===== config.mk =====
export PLATFORM = sky130hd
export DESIGN_NAME = instr_encoder
export DESIGN_NICKNAME = d
export VERILOG_FILES = /design/src/rtl/instr_encoder.sv
export SDC_FILE = /design/constraint.sdc
export NUM_CORES = 1
export LEC_CHECK = 0
export CAP_MARGIN = 15
export CELL_PAD_IN_SITES_DETAIL_PLACEMENT = 1
export CELL_PAD_IN_SITES_GLOBAL_PLACEMENT = 1
export CORE_MARGIN = 8
export CORE_UTILIZATION = 41
export CTS_CLUSTER_SIZE = 14
export DETAILED_ROUTE_END_ITERATION = 6
export HOLD_SLACK_MARGIN = 0.1
export PLACE_DENSITY_LB_ADDON = 0.1
export RECOVER_POWER = 50
export SETUP_SLACK_MARGIN = 0.4
export SYNTH_ARGS = -nofsm -noshare
export SYNTH_HDL_FRONTEND = slang
export SYNTH_SLANG_ARGS = --single-unit

===== constraint.sdc =====
create_clock -name CLK -period 13.64 [get_ports CLK]
set_clock_uncertainty 0.05 [all_clocks]
set_input_delay 2.046 -clock CLK [delete_from_list [all_inputs] [get_ports CLK]]
set_output_delay 2.046 -clock CLK [all_outputs]
set_load 0.01 [all_outputs]

===== src/rtl/instr_encoder.sv =====
// Field-level MIPS instruction assembler: encodes a request into a 32-bit word, assigns it a
// sequential PC, resolves absolute branch/jump targets and streams it through a valid/ready register.
module instr_encoder #(
    parameter logic [31:0] BASE_PC = 32'hBFC0_0000,
    parameter int unsigned CNT_W   = 16
) (
    input  logic             CLK,
    input  logic             RESET_N,
    input  logic             IN_VALID,
    output logic             IN_READY,
    input  logic [1:0]       OP_CLASS,
    input  logic [5:0]       OP_CODE,
    input  logic [4:0]       RS,
    input  logic [4:0]       RT,
    input  logic [4:0]       RD,
    input  logic [4:0]       SHAMT,
    input  logic [5:0]       FUNCT,
    input  logic [15:0]      IMM,
    input  logic [31:0]      ADDR,
    input  logic             ABS,
    output logic             OUT_VALID,
    input  logic             OUT_READY,
    output logic [31:0]      OUT_INSTR,
    output logic [31:0]      OUT_PC,
    output logic             OUT_ILL,
    output logic [CNT_W-1:0] EMIT_CNT,
    output logic [CNT_W-1:0] ILL_CNT
);

    function automatic logic special_legal(input logic [5:0] f);
        case (f)
            6'h00, 6'h02, 6'h03, 6'h04, 6'h06, 6'h07, 6'h08, 6'h09, 6'h0C, 6'h0D,
            6'h10, 6'h11, 6'h12, 6'h13, 6'h18, 6'h19, 6'h1A, 6'h1B,
            6'h20, 6'h21, 6'h22, 6'h23, 6'h24, 6'h25, 6'h26, 6'h27, 6'h2A, 6'h2B: return 1'b1;
            default: return 1'b0;
        endcase
    endfunction

    function automatic logic primary_legal(input logic [5:0] op);
        case (op)
            6'h02, 6'h03, 6'h04, 6'h05, 6'h06, 6'h07, 6'h08, 6'h09, 6'h0A, 6'h0B, 6'h0C,
            6'h0D, 6'h0E, 6'h0F, 6'h14, 6'h15, 6'h16, 6'h20, 6'h21, 6'h22, 6'h23, 6'h24,
            6'h25, 6'h26, 6'h28, 6'h29, 6'h2A, 6'h2B, 6'h2E, 6'h30, 6'h31, 6'h38,
            6'h39: return 1'b1;
            default: return 1'b0;
        endcase
    endfunction

    function automatic logic primary_branch(input logic [5:0] op);
        case (op)
            6'h04, 6'h05, 6'h06, 6'h07, 6'h14, 6'h15, 6'h16: return 1'b1;
            default: return 1'b0;
        endcase
    endfunction

    function automatic logic regimm_legal(input logic [4:0] rt);
        case (rt)
            5'h00, 5'h01, 5'h10, 5'h11: return 1'b1;
            default: return 1'b0;
        endcase
    endfunction

    function automatic logic cop1_fmt_legal(input logic [4:0] fmt);
        case (fmt)
            5'h00, 5'h02, 5'h04, 5'h06, 5'h08, 5'h10, 5'h11: return 1'b1;
            default: return 1'b0;
        endcase
    endfunction

    logic             out_valid_q, out_valid_d;
    logic [31:0]      out_instr_q, out_instr_d;
    logic [31:0]      out_pc_q, out_pc_d;
    logic             out_ill_q, out_ill_d;
    logic [31:0]      next_pc_q, next_pc_d;
    logic [CNT_W-1:0] emit_cnt_q, emit_cnt_d;
    logic [CNT_W-1:0] ill_cnt_q, ill_cnt_d;

    logic        in_ready, accept, out_hs;
    logic [31:0] pc4, br_d;
    logic        br_ok, jmp_ok;
    logic [15:0] br_off;
    logic [25:0] jmp_tgt;
    logic        enc_legal, enc_is_br, enc_is_jmp, enc_ill;
    logic [31:0] enc_word;
    logic        unused_br_lsbs;

    // Branch offsets are relative to the delay-slot address of the word being assigned now.
    assign pc4     = next_pc_q + 32'd4;
    assign br_d    = ADDR - pc4;
    assign br_ok   = (ADDR[1:0] == 2'b00) && (br_d[31:17] == {15{br_d[17]}});
    assign br_off  = ABS ? br_d[17:2] : IMM;
    assign jmp_ok  = (ADDR[1:0] == 2'b00) && (ADDR[31:28] == pc4[31:28]);
    assign jmp_tgt = ABS ? ADDR[27:2] : {RS, RT, IMM};
    assign unused_br_lsbs = ^br_d[1:0];

    always_comb begin
        enc_legal  = 1'b0;
        enc_is_br  = 1'b0;
        enc_is_jmp = 1'b0;
        enc_word   = '0;
        unique case (OP_CLASS)
            2'd0: begin
                enc_legal = special_legal(OP_CODE);
                enc_word  = {6'b000000, RS, RT, RD, SHAMT, OP_CODE};
            end
            2'd1: begin
                enc_legal = !OP_CODE[5] && regimm_legal(OP_CODE[4:0]);
                enc_is_br = 1'b1;
                enc_word  = {6'b000001, RS, OP_CODE[4:0], br_off};
            end
            2'd2: begin
                enc_legal = primary_legal(OP_CODE);
                if (OP_CODE == 6'h02 || OP_CODE == 6'h03) begin
                    enc_is_jmp = 1'b1;
                    enc_word   = {OP_CODE, jmp_tgt};
                end else begin
                    enc_is_br = primary_branch(OP_CODE);
                    enc_word  = {OP_CODE, RS, RT, enc_is_br ? br_off : IMM};
                end
            end
            2'd3: begin
                enc_legal = !OP_CODE[5] && cop1_fmt_legal(OP_CODE[4:0]);
                if (OP_CODE[4:0] == 5'h08) begin
                    enc_is_br = 1'b1;
                    enc_word  = {6'b010001, OP_CODE[4:0], RT, br_off};
                end else if (OP_CODE[4:0] == 5'h10 || OP_CODE[4:0] == 5'h11) begin
                    enc_word = {6'b010001, OP_CODE[4:0], RT, RD, SHAMT, FUNCT};
                end else begin
                    enc_word = {6'b010001, OP_CODE[4:0], RT, RD, SHAMT, 6'b000000};
                end
            end
            default: ;
        endcase
        enc_ill = !enc_legal || (enc_is_br && ABS && !br_ok) || (enc_is_jmp && ABS && !jmp_ok);
        if (enc_ill) begin
            enc_word = '0;
        end
    end

    assign in_ready = !out_valid_q || OUT_READY;
    assign accept   = IN_VALID && in_ready;
    assign out_hs   = out_valid_q && OUT_READY;

    always_comb begin
        out_valid_d = out_valid_q;
        out_instr_d = out_instr_q;
        out_pc_d    = out_pc_q;
        out_ill_d   = out_ill_q;
        next_pc_d   = next_pc_q;
        emit_cnt_d  = emit_cnt_q;
        ill_cnt_d   = ill_cnt_q;
        // A new accept overwrites the register in the same cycle the old word drains.
        if (accept) begin
            out_valid_d = 1'b1;
            out_instr_d = enc_word;
            out_pc_d    = next_pc_q;
            out_ill_d   = enc_ill;
            next_pc_d   = pc4;
        end else if (out_hs) begin
            out_valid_d = 1'b0;
        end
        if (out_hs && emit_cnt_q != '1) begin
            emit_cnt_d = emit_cnt_q + CNT_W'(1);
        end
        if (out_hs && out_ill_q && ill_cnt_q != '1) begin
            ill_cnt_d = ill_cnt_q + CNT_W'(1);
        end
    end

    always_ff @(posedge CLK) begin
        if (!RESET_N) begin
            out_valid_q <= 1'b0;
            out_instr_q <= '0;
            out_pc_q    <= '0;
            out_ill_q   <= 1'b0;
            next_pc_q   <= BASE_PC;
            emit_cnt_q  <= '0;
            ill_cnt_q   <= '0;
        end else begin
            out_valid_q <= out_valid_d;
            out_instr_q <= out_instr_d;
            out_pc_q    <= out_pc_d;
            out_ill_q   <= out_ill_d;
            next_pc_q   <= next_pc_d;
            emit_cnt_q  <= emit_cnt_d;
            ill_cnt_q   <= ill_cnt_d;
        end
    end

    assign IN_READY  = in_ready;
    assign OUT_VALID = out_valid_q;
    assign OUT_INSTR = out_instr_q;
    assign OUT_PC    = out_pc_q;
    assign OUT_ILL   = out_ill_q;
    assign EMIT_CNT  = emit_cnt_q;
    assign ILL_CNT   = ill_cnt_q;

endmodule


Word level (Yosys, flattened, before mapping)
Memory sizes are Yosys's and may differ from the RTL's.
Index checks and enable logic that the tools add are counted.
{"block": "word_totals", "mem_bits_rw": 0, "mem_count": 2, "word_cells": 89, "mem_bits_ro": 128, "latch_bits": 0, "input_bits": 87, "reg_bits": 130, "output_inout_bits": 99}
{"name": "(name not given)", "words": 64, "word_bits": 1, "rd": 1, "rd_clocked_by_memory_dff": 0, "wr": 0, "line": "31", "source": "case (f)"}
{"name": "(name not given)", "words": 64, "word_bits": 1, "rd": 1, "rd_clocked_by_memory_dff": 0, "wr": 0, "line": "40", "source": "case (op)"}
{"block": "op_classes", "n_shift": 0, "n_addsub": 4, "mul": 0, "reduce_logical": 30, "eq_ne": 23, "muxes": 23, "n_bitwise": 0, "n_div": 0, "order_cmp": 0}
{"operator": "case mux 32 bit (4 select lines)", "count": 1}
{"operator": "two-way mux 26 bit", "count": 2}
{"operator": "two-way mux 16 bit", "count": 3}
{"operator": "adder 16 x 1 -> 16 bit (second input constant)", "count": 2}
{"operator": "adder 32 x 3 -> 32 bit (second input constant)", "count": 1}
{"operator": "two-way mux 32 bit", "count": 1}
{"operator": "inequality test 16 bit (second input constant)", "count": 2}
{"operator": "subtractor 32 bit", "count": 1}
{"operator": "equality test 6 x 3 -> 1 bit (second input constant)", "count": 4}
{"operator": "equality test 6 x 5 -> 1 bit (second input constant)", "count": 3}
{"operator": "equality test 14 bit", "count": 1}
{"operator": "OR reduction 7 bit", "count": 2}
{"operator": "logical AND 1 bit", "count": 13}
{"operator": "two-way mux 1 bit", "count": 13}
{"operator": "equality test 6 x 2 -> 1 bit (second input constant)", "count": 2}
{"operator": "equality test 5 x 3 -> 1 bit (second input constant)", "count": 2}
{"operator": "equality test 5 bit (second input constant)", "count": 2}
{"operator": "two-way mux 6 bit", "count": 1}
{"operator": "equality test 5 x 1 -> 1 bit (second input constant)", "count": 1}
{"operator": "equality test 5 x 2 -> 1 bit (second input constant)", "count": 1}
{"operator": "equality test 5 x 4 -> 1 bit (second input constant)", "count": 1}
{"operator": "logical NOT 1 bit", "count": 5}
{"operator": "logical NOT 5 bit", "count": 1}
{"operator": "logical OR 1 bit", "count": 5}
{"operator": "other kinds (8)", "count": 10}

Longest topological paths before layout
Gate-level depths: netlist (run 1).
{"block": "depth", "word_depth": 12, "mapped_depth": 24}

Worst setup path before layout (run 1)
No wires, ideal clock.
{"block": "synth_path", "path_kind": "input port to flip-flop", "start": "input ADDR[3]", "end": "register out_instr_q[12], in the netlist OUT_INSTR[12]", "n_path_buf": 2, "setup_time_ns": 0.117, "stages": 16, "setup_slack_ns": 8.113, "arrival_time_ns": 5.360, "path_cell_list": "ha_1 -> nor2b_1 -> o2111a_1 -> o311ai_0 -> nand3_1 -> a311oi_2 -> or3b_1 -> a21oi_1 -> a311o_1 -> nand4_1 -> nor4_1 -> and4_1 -> or3_1 -> buf_4 -> buf_6 -> a32o_1"}
{"block": "synth_between", "elab_chain_len": 8, "word_cells_on_any_way": 13}
{"item": "from (decl)", "line": "19", "source": "input logic [31:0] ADDR,"}
{"item": "subtractor 32 bit *", "line": "89", "source": "assign br_d = ADDR - pc4;"}
{"item": "equality test 14 bit", "line": "90", "source": "assign br_ok = (ADDR[1:0] == 2'b00) && (br_d[31:17] == {15{br_d[17]}});"}
{"item": "logical AND 1 bit", "line": "90"}
{"item": "logical NOT 1 bit", "line": "134", "source": "enc_ill = !enc_legal || (enc_is_br && ABS && !br_ok) || (enc_is_jmp && ABS && !jmp_ok);"}
{"item": "logical AND 1 bit", "line": "134"}
{"item": "logical OR 1 bit (2 in series)", "line": "134"}
{"item": "two-way mux 32 bit *", "line": "135", "source": "if (enc_ill) begin"}
{"item": "to (signal assigned)", "line": "181", "source": "out_instr_q <= out_instr_d;"}
{"item": "to (decl)", "line": "71", "source": "logic [31:0] out_instr_q, out_instr_d;"}
Every way passes the cells marked *; elsewhere a longest branch is shown, timed or not.
A chain may end at the register's enable or synchronous reset.

==> flow_summary.yaml, run 1 <==
timing:
  setup_tns_ns: 0
  max_slew_margin: -0.890
  hold_viol_final: 0
  rsz0062_at_grt: "no"
  tightest_slew_ns: 2.84
  post-route-period-util: 0.476
  layout_setup_ws_ns: 7.14
  whs_ns: 0.410
  fmax_mhz: 154
  setup_viol: 0
  min_period_ns: 6.50
  finalMaxSlewViolations: 128
floorplanning:
  die-area_sq_um: 27200
  die_w_um: 165
  core-area_sq_um: 21800
  start_util: 0.418
  io_pins: 186
  die_h_um: 165
  placementRows: 54
routing:
  first_iter_violations: 492
  post_drt_via_cell_ratio: 5.81
  wl_met1_um: 15200
  wl_per_cell_um: 20.1
  drc_errors: 0
  firstDrtPassIters: 5
  drtAntennaViolNets: 0
  num_vias: 9268
  wl_met3_um: 2250
  wirelength_um: 32100
  routed.top_layer: "met5"
  route.met2.wl_um: 14000
placement:
  place_congestion: 0.881
  placed_area_sq_um: 11000
  preCtsSetupSlack_ns: 6.47
  portBuffers: 183
  hpwl_um: 24400
flow_run:
  cap_violations: 2
setup_path:
  critical_path_arrival_ns: 6.82
  crit_path_end_kind: "flop"
  cp_max_fo: 70
  start_kind: "input port"
  reg2regPathDepth: 22
  crit_type: "in2reg"
  crit_required_ns: 13.96
clocking:
  clock_insertion_delay_worst_skew_ns: 0.43
  cts_tree: "yes"
  clkTransAtPathRegs_ns: 0.06
  cts_setup_buffers: 0
  cts_inserted_buffers: 17
  clock_sinks: 126
  cts-hold-fix-buffers: 0
  post_cts_resized: 0
  cts-root-buf: "clkbuf_16"
  cts_max_path_buffers: 2
  htree_levels: 4
status:
  outcome: "finished, violations left"
  violations: "max-capacitance violations, max-slew violations"
grt:
  grt_use_total: 0.234
  grt_max_degree: 71
  antenna_found_initial: 2
  grt_pass1_vias: 9248
  grt_pass1_wl_um: 50700
  grt-ovfl-total: 0
pwr:
  ir_worst_vdd_v: 0.0000731
  p_leak_nw: 4.45
  pwr_density_cell_nw_per_um2: 88.9
synthesis:
  synthArstFlopShare: 0
  syn_avg_cell_area_sq_um: 7.74
  synth-seq-area-share: 0.278
  yosysTopAreaCellShare: 0.278
  synth-edff-count: 0
  synth_area_sq_um: 9080
  yosys_warnings: 0
  synth.area.top_cells: "dfxtp_1, nand2_1, xnor2_1"
  synth_cell_type_count: 83
  ys_ff_latch: 126
  ys.flop_type: "dfxtp_1"
  yosys.area.top_type: "dfxtp_1"
  synthCells: 1174
finish:
  fillerInstances: 2635
  syn_to_final_growth_pct: 27.4
  stdcell_area_sq_um: 11600
  nNetsFinal: 1411
  drive_gt1_frac: 0.0578
hold_path:
  hold_depth: 1
  min_path_type: "reg2reg"
-- state kept, by name (all words and copies together), names as in the netlist --
| name | cells |
|---|---|
| OUT_INSTR | 32 |
| OUT_PC | 30 |
| next_pc_q | 30 |
| EMIT_CNT | 16 |
| ILL_CNT | 16 |
| OUT_ILL | 1 |
| OUT_VALID | 1 |
-- per-layer routing --
metal / vias to the layer above / track usage
li1: 4495 / -
met4: 2 / 0.0807
met1: 4440 / 0.309
met2: 287 / 0.364
met3: 44 / 0.0561
met5: - / 0
-- path summary, 6_finish.rpt --
path	start	to	slack (ns)
min	OUT_INSTR[23]	OUT_INSTR[23]	0.41
max	RESET_N	OUT_INSTR[6]	7.14
max reg2reg	next_pc_q[3]	OUT_INSTR[8]	7.31
min reg2reg	OUT_INSTR[23]	OUT_INSTR[23]	0.41
-- Yosys cell counts, types with 9 or more instances --
library cell,number
nor3_1,24
and4_1,9
nor4_1,13
a32o_1,30
o22ai_1,13
a211oi_1,11
a21oi_1,49
a21boi_0,44
nor2_1,57
nand4_1,25
buf_1,12
nand2_1,184
and3_1,16
clkbuf_1,57
xor2_1,23
buf_2,9
mux2i_1,12
nand2b_1,10
a22oi_1,12
dfxtp_1,126
o21ai_0,58
xnor2_1,77
inv_1,22
nor2b_1,11
and2_1,56
or3_1,19
ha_1,22
nand3_1,37
-- critical path, cell delays in order --
cell	delay (ns)
clkbuf_1	1.36
clkbuf_1	2.10
and2_1	1.00
a22o_1	0.26
-- report_power, final --
part / leakage, nW / switching [mW] / internal [mW] / total (mW)
Sequential: 1.02 / 0.00563 / 0.375 / 0.381
Combinational: 3.15 / 0.102 / 0.0789 / 0.181
Clock: 0.283 / 0.204 / 0.262 / 0.467
Total: 4.45 / 0.312 / 0.716 / 1.03
-- through the flow --
stage,std cells,power [mW],util
global route,1595,1.07,0.532
global placement,1561,0.566,0.504
detailed placement,1561,0.568,0.504
CTS,1593,1.04,0.531
floorplan,1175,0.493,-
finish,1595,1.03,0.532
-- cells by family after synthesis --
group,after synthesis,synth area share
compound gates,306,0.242
flops,126,0.278
simple gates,486,0.270
fa+ha+maj,27,0.0373
other cells,1,0.000413
mux,16,0.0182
xor+xnor,103,0.104
buf+inv,109,0.0504
-- layout by cell type (no fill, tap or decap), types with 11 or more instances in the layout --
cell,count
nand2_1,183
dfxtp_1,126
dlygate4sd3_1,94
clkdlybuf4s50_1,88
xnor2_1,77
o21ai_0,58
nor2_1,57
and2_1,50
a21oi_1,49
a21boi_0,44
nand3_1,37
a32o_1,30
nand4_1,25
nor3_1,24
xor2_1,23
inv_1,22
ha_1,22
or3_1,19
clkbuf_16,17
and3_1,16
nor4_1,13
o22ai_1,13
a22oi_1,12
mux2i_1,12
a211oi_1,11
nor2b_1,11
-- cell type report --
type / instances / area, sq um / area share
inverters: 23 / 86.3 / 0.00746
repair buffers: 193 / 1920 / 0.166
clock buffers: 18 / 439 / 0.0380
clock inverters: 14 / 143 / 0.0123
multi-input cells: 940 / 6110 / 0.528
diodes: 1 / 2.50 / 0.000216
flip-flops and latches: 126 / 2520 / 0.218
well taps: 280 / 350 / 0.0303
Power figures use the tool's default switching activity.
==> inputs of run 2 (changes only) <==
--- a/config.mk
+++ b/config.mk
@@ -9,7 +9,7 @@
 export CELL_PAD_IN_SITES_DETAIL_PLACEMENT = 1
 export CELL_PAD_IN_SITES_GLOBAL_PLACEMENT = 1
 export CORE_MARGIN = 8
-export CORE_UTILIZATION = 41
+export CORE_UTILIZATION = 35
 export CTS_CLUSTER_SIZE = 14
 export DETAILED_ROUTE_END_ITERATION = 6
 export HOLD_SLACK_MARGIN = 0.1
==> constraint.sdc (replaced) <==
create_clock -name CLK -period 5.2 [get_ports CLK]
set_clock_uncertainty 0.05 [all_clocks]
set_input_delay 0.78 -clock CLK [delete_from_list [all_inputs] [get_ports CLK]]
set_output_delay 0.78 -clock CLK [all_outputs]
set_load 0.01 [all_outputs]
==> flow_summary.yaml, run 2 (synthesis results as in run 1) <==
grt:
  antenna_found_initial: 0
  grt_pass1_vias: 9358
  grt_use_total: 0.213
  grt_max_degree: 90
  grt-ovfl-total: 0
  grt_pass1_wl_um: 53000
routing:
  post_drt_via_cell_ratio: 5.53
  firstDrtPassIters: 7
  drtAntennaViolNets: 0
  first_iter_violations: 554
  drc_errors: 0
  wirelength_um: 34400
  num_vias: 9362
  wl_per_cell_um: 20.3
timing:
  setup_tns_ns: 0
  setup_viol: 0
  max_slew_margin: -1.12
  tightest_slew_ns: 3.19
  finalMaxSlewViolations: 90
  fmax_mhz: 216
  post-route-period-util: 0.892
  hold_viol_final: 0
  min_period_ns: 4.64
  rsz0062_at_grt: "no"
  whs_ns: 0.410
finish:
  largest_register_ffs: 32
  n_antenna_cell: 0
  layout_commonest_cell: "nand2_1"
  final_cell_mix: "nand2_1, dfxtp_1, dlygate4sd3_1"
  nNetsFinal: 1456
  syn_to_final_growth_pct: 34.4
  regArea_sq_um: 2520
  drive_gt1_frac: 0.120
  final_cells: 1693
  multiInputGateArea_sq_um: 6370
  fillerInstances: 3104
placement:
  dp_cells: 1651
  portBuffers: 183
  hpwl_um: 25800
  place_congestion: 0.879
pwr:
  ir_worst_vdd_v: 0.000142
  p_leak_nw: 4.70
  pwr_density_cell_nw_per_um2: 218
  finalPower_mw: 2.66
status:
  violations: "max-capacitance violations, max-slew violations"
  outcome: "finished, violations left"
floorplanning:
  die_w_um: 177
  io_pins: 186
  start_util: 0.353
  die-area_sq_um: 31400
  core-area_sq_um: 25800
  die_h_um: 177
  placementRows: 59
setup_path:
  crit_required_ns: 5.47
  reg2regPathDepth: 14
  cp_max_fo: 16
  crit_type: "in2reg"
  critical_path_arrival_ns: 4.90
  start_kind: "input port"
  crit_path_end_kind: "flop"
hold_path:
  hold_depth: 1
  min_path_type: "reg2reg"
clocking:
  clock_sinks: 126
  cts_max_path_buffers: 2
  clkTransAtPathRegs_ns: 0.06
  clock_insertion_delay_worst_skew_ns: 0.42
  cts-hold-fix-buffers: 0
  cts_inserted_buffers: 17
  htree_levels: 4
  cts-root-buf: "clkbuf_16"
  cts_tree: "yes"
flow_run:
  cap_violations: 1
==> run 2: cell count changes in the layout (fill, tap and decap cells not counted), sizes merged <==
cell / delta
buf: +44
clkinv: +3
clkbuf: +2
dlygate4sd3: +1
diode: -1
clkinvlp: +2
clkdlybuf4s50: -1
bufinv: -1
inv: -6
==> run 2: critical path: stages <==
cell,delay (ns)
clkdlybuf4s50_1,0.48
inv_1,0.05
ha_1,0.20
inv_1,0.07
fa_1,0.22
a211oi_1,0.09
nor2_1,0.26
o211ai_1,0.22
a311oi_2,0.36
nand3_2,0.16
a211oi_4,0.32
nor2_4,0.11
nor3_1,0.26
o41ai_2,0.10
xor2_1,0.18
and4_1,0.22
or3_4,0.37
clkbuf_16,0.20
a32o_1,0.24
==> run 2: worst paths after layout <==
kind,start,endpoint,slack [ns]
hold / removal,OUT_INSTR[3],OUT_INSTR[3],0.41
setup / recovery,ADDR[2],OUT_INSTR[15],0.56
setup reg to reg,next_pc_q[5],OUT_INSTR[15],0.61
hold reg to reg,OUT_INSTR[3],OUT_INSTR[3],0.41
==> run 2: per-stage QoR <==
step                worst slack (ns)  area [sq um]  utilization
finish                         0.562         12200        0.474
global route                   0.321         12200        0.474
CTS                            0.397         11900        0.462
detailed placement            0.0243         11300        0.439
global placement               0.156         11300        0.439
floorplan                      0.427          9100            -
==> run 2: area by class of cell <==
class | instances | area share
clock buffer | 19 | 0.0371
sequential | 126 | 0.207
tap | 335 | 0.0343
timing repair buffer | 238 | 0.186
clock inverter | 12 | 0.00727
inverter | 23 | 0.00707
multi-input combinational | 940 | 0.522
==> run 2: report_power, final <==
group          switching (mW)  total [mW]  leakage [nW]  internal, mW
logic                   0.288       0.516          3.42         0.228
clock network           0.512        1.15         0.258         0.636
registers              0.0126       0.997          1.02         0.984
total                   0.812        2.66          4.70          1.85
==> run 2: layer usage <==
layer	vias to the layer above	share of wire	GRT usage	routed length [um]
li1	4578	-	-	-
met1	4461	0.48	0.289	16400
met2	277	0.43	0.318	14600
met3	46	0.073	0.0587	2500
met4	0	0.025	0.0739	868
met5	-	0	0	0
==> run 2: repair_timing <==
item,CTS,global route
endpoints found under the setup margin,33,33
cloned,0,1
setup buffers,1,9
pin swaps,5,18
gates resized for setup,11,47
==> inputs of run 3 (changes only) <==
==> constraint.sdc (replaced) <==
create_clock -name CLK -period 5.2 [get_ports CLK]
set_clock_uncertainty 0.05 [all_clocks]
set_input_delay 1.04 -clock CLK [delete_from_list [all_inputs] [get_ports CLK]]
set_output_delay 1.04 -clock CLK [all_outputs]
set_load 0.01 [all_outputs]
==> flow_summary.yaml, run 3 (synthesis results as in run 1) <==
finish:
  final_util: 0.484
  stdcell_area_sq_um: 12500
  final_cell_mix: "nand2_1, dfxtp_1, dlygate4sd3_1"
  largest_register_ffs: 32
  layout_commonest_cell: "nand2_1"
  nNetsFinal: 1472
  syn_to_final_growth_pct: 37.2
  final_cells: 1710
  drive_gt1_frac: 0.141
  n_antenna_cell: 0
  fillerInstances: 3036
timing:
  setup_viol: 0
  layout_setup_ws_ns: 0.537
  finalMaxSlewViolations: 89
  rsz0062_at_grt: "no"
  min_period_ns: 4.66
  post-route-period-util: 0.897
  tightest_slew_ns: 3.19
  whs_ns: 0.412
  max_slew_margin: -1.13
  hold_viol_final: 0
  fmax_mhz: 214
  setup_tns_ns: 0
routing:
  drtAntennaViolNets: 0
  wirelength_um: 34700
  wl_per_cell_um: 20.3
  firstDrtPassIters: 7
  post_drt_via_cell_ratio: 5.57
  num_vias: 9526
  first_iter_violations: 592
  drc_errors: 0
grt:
  grt_use_total: 0.218
  grt_pass1_wl_um: 54400
  antenna_found_initial: 0
  grt_pass1_vias: 9667
  grt-ovfl-total: 0
  grt_max_degree: 89
pwr:
  p_leak_nw: 4.86
  ir_worst_vdd_v: 0.000198
  pwr_density_cell_nw_per_um2: 222
  finalPower_mw: 2.77
clocking:
  cts_max_path_buffers: 2
  cts-hold-fix-buffers: 0
  cts_tree: "yes"
  cts-root-buf: "clkbuf_16"
  clock_insertion_delay_worst_skew_ns: 0.44
  clock_sinks: 126
  clkTransAtPathRegs_ns: 0.07
  htree_levels: 4
  cts_inserted_buffers: 17
setup_path:
  endpoint: "OUT_INSTR[15]"
  crit_type: "in2reg"
  crit_required_ns: 5.48
  critical_path_arrival_ns: 4.94
  critical_path_cell_count: 16
  cp_max_fo: 8
  critical-path-top-delay-family: "simple AND/OR/NAND/NOR gates"
  start_kind: "input port"
  crit_path_end_kind: "flop"
  max_stage_delay_ns: 0.48
  reg2reg_from: "next_pc_q[3]"
  crit_start: "ADDR[14]"
  ff2ff_setup_slack_ns: 0.60
  reg2regPathDepth: 18
  worstPathCellList: "clkdlybuf4s50_1, xnor2_1, and4_1, nor4_1, buf_4, o2111ai_1, or3b_4, buf_4, a21oi_1, xnor2_1, o211ai_1, nor4_2, and4_1, or3_4, clkbuf_16, a32o_1"
  crit_buf_inv: 4
  worst_path_max_delay_cell: "clkdlybuf4s50_1"
  r2r_end: "OUT_INSTR[15]"
floorplanning:
  start_util: 0.353
  core-area_sq_um: 25800
  io_pins: 186
  placementRows: 59
  die-area_sq_um: 31400
  die_w_um: 177
  die_h_um: 177
status:
  outcome: "finished, violations left"
  violations: "max-capacitance violations, max-slew violations"
placement:
  dp_cells: 1667
  preCtsSetupSlack_ns: -0.156
  place_congestion: 0.846
  portBuffers: 183
  placed_area_sq_um: 11400
  hpwl_um: 26100
flow_run:
  cap_violations: 1
hold_path:
  min_path_type: "reg2reg"
==> run 3: cell types whose count changed in the layout (fill, tap and decap cells not counted), moves of 3 or more <==
| cell | previous run | this run |
|---|---|---|
| buf_4 | 52 | 67 |
| dfxtp_1 | 125 | 117 |
| dfxtp_2 | 1 | 8 |
| inv_8 | 0 | 5 |
| dlymetal6s2s_1 | 0 | 4 |
| clkinv_2 | 3 | 0 |
| clkinv_8 | 0 | 3 |
| clkinvlp_4 | 4 | 1 |
| dlygate4sd3_1 | 95 | 92 |
==> run 3: final cells by class <==
class	count	area, sq um	share of cell area
timing repair buffer	254	2420	0.194
tap	335	419	0.0336
inverter	23	86.3	0.00693
multi-input combinational	940	6410	0.515
clock buffer	17	425	0.0341
clock inverter	15	165	0.0133
sequential	126	2540	0.203
==> run 3: worst min path at each step <==
stage / slack, ns / startpoint / cells after the start / to
6_report: 0.41 / OUT_INSTR[3] / 1 / OUT_INSTR[3]
5_1_grt: 0.43 / OUT_INSTR[1] / 1 / OUT_INSTR[1]
3_5_place_dp: 0.41 / OUT_INSTR[11] / 1 / OUT_INSTR[11]
2_1_floorplan: 0.43 / next_pc_q[31] / 2 / OUT_PC[31]
3_3_place_gp: 0.40 / OUT_INSTR[10] / 1 / OUT_INSTR[10]
4_1_cts: 0.42 / OUT_INSTR[11] / 1 / OUT_INSTR[11]
==> run 3: where the power goes <==
part / switching [mW] / internal (mW)
combinational: 0.293 / 0.242
sequential: 0.0126 / 0.983
clock: 0.588 / 0.647
total: 0.894 / 1.87
==> run 3: repair_timing <==
action	4_1_cts	5_1_grt
setup buffers	5	4
gates resized for setup	30	45
gates cloned	1	1
pin swaps	13	29
endpoints found under the setup margin	33	33
==> run 3: layer usage <==
layer,vias to the layer above,share of wire,GRT usage,routed length (um)
met5,-,0,0,0
met4,0,0.023,0.0760,809
met3,44,0.059,0.0538,2060
met2,259,0.44,0.343,15400
met1,4599,0.47,0.286,16400
li1,4624,-,-,-
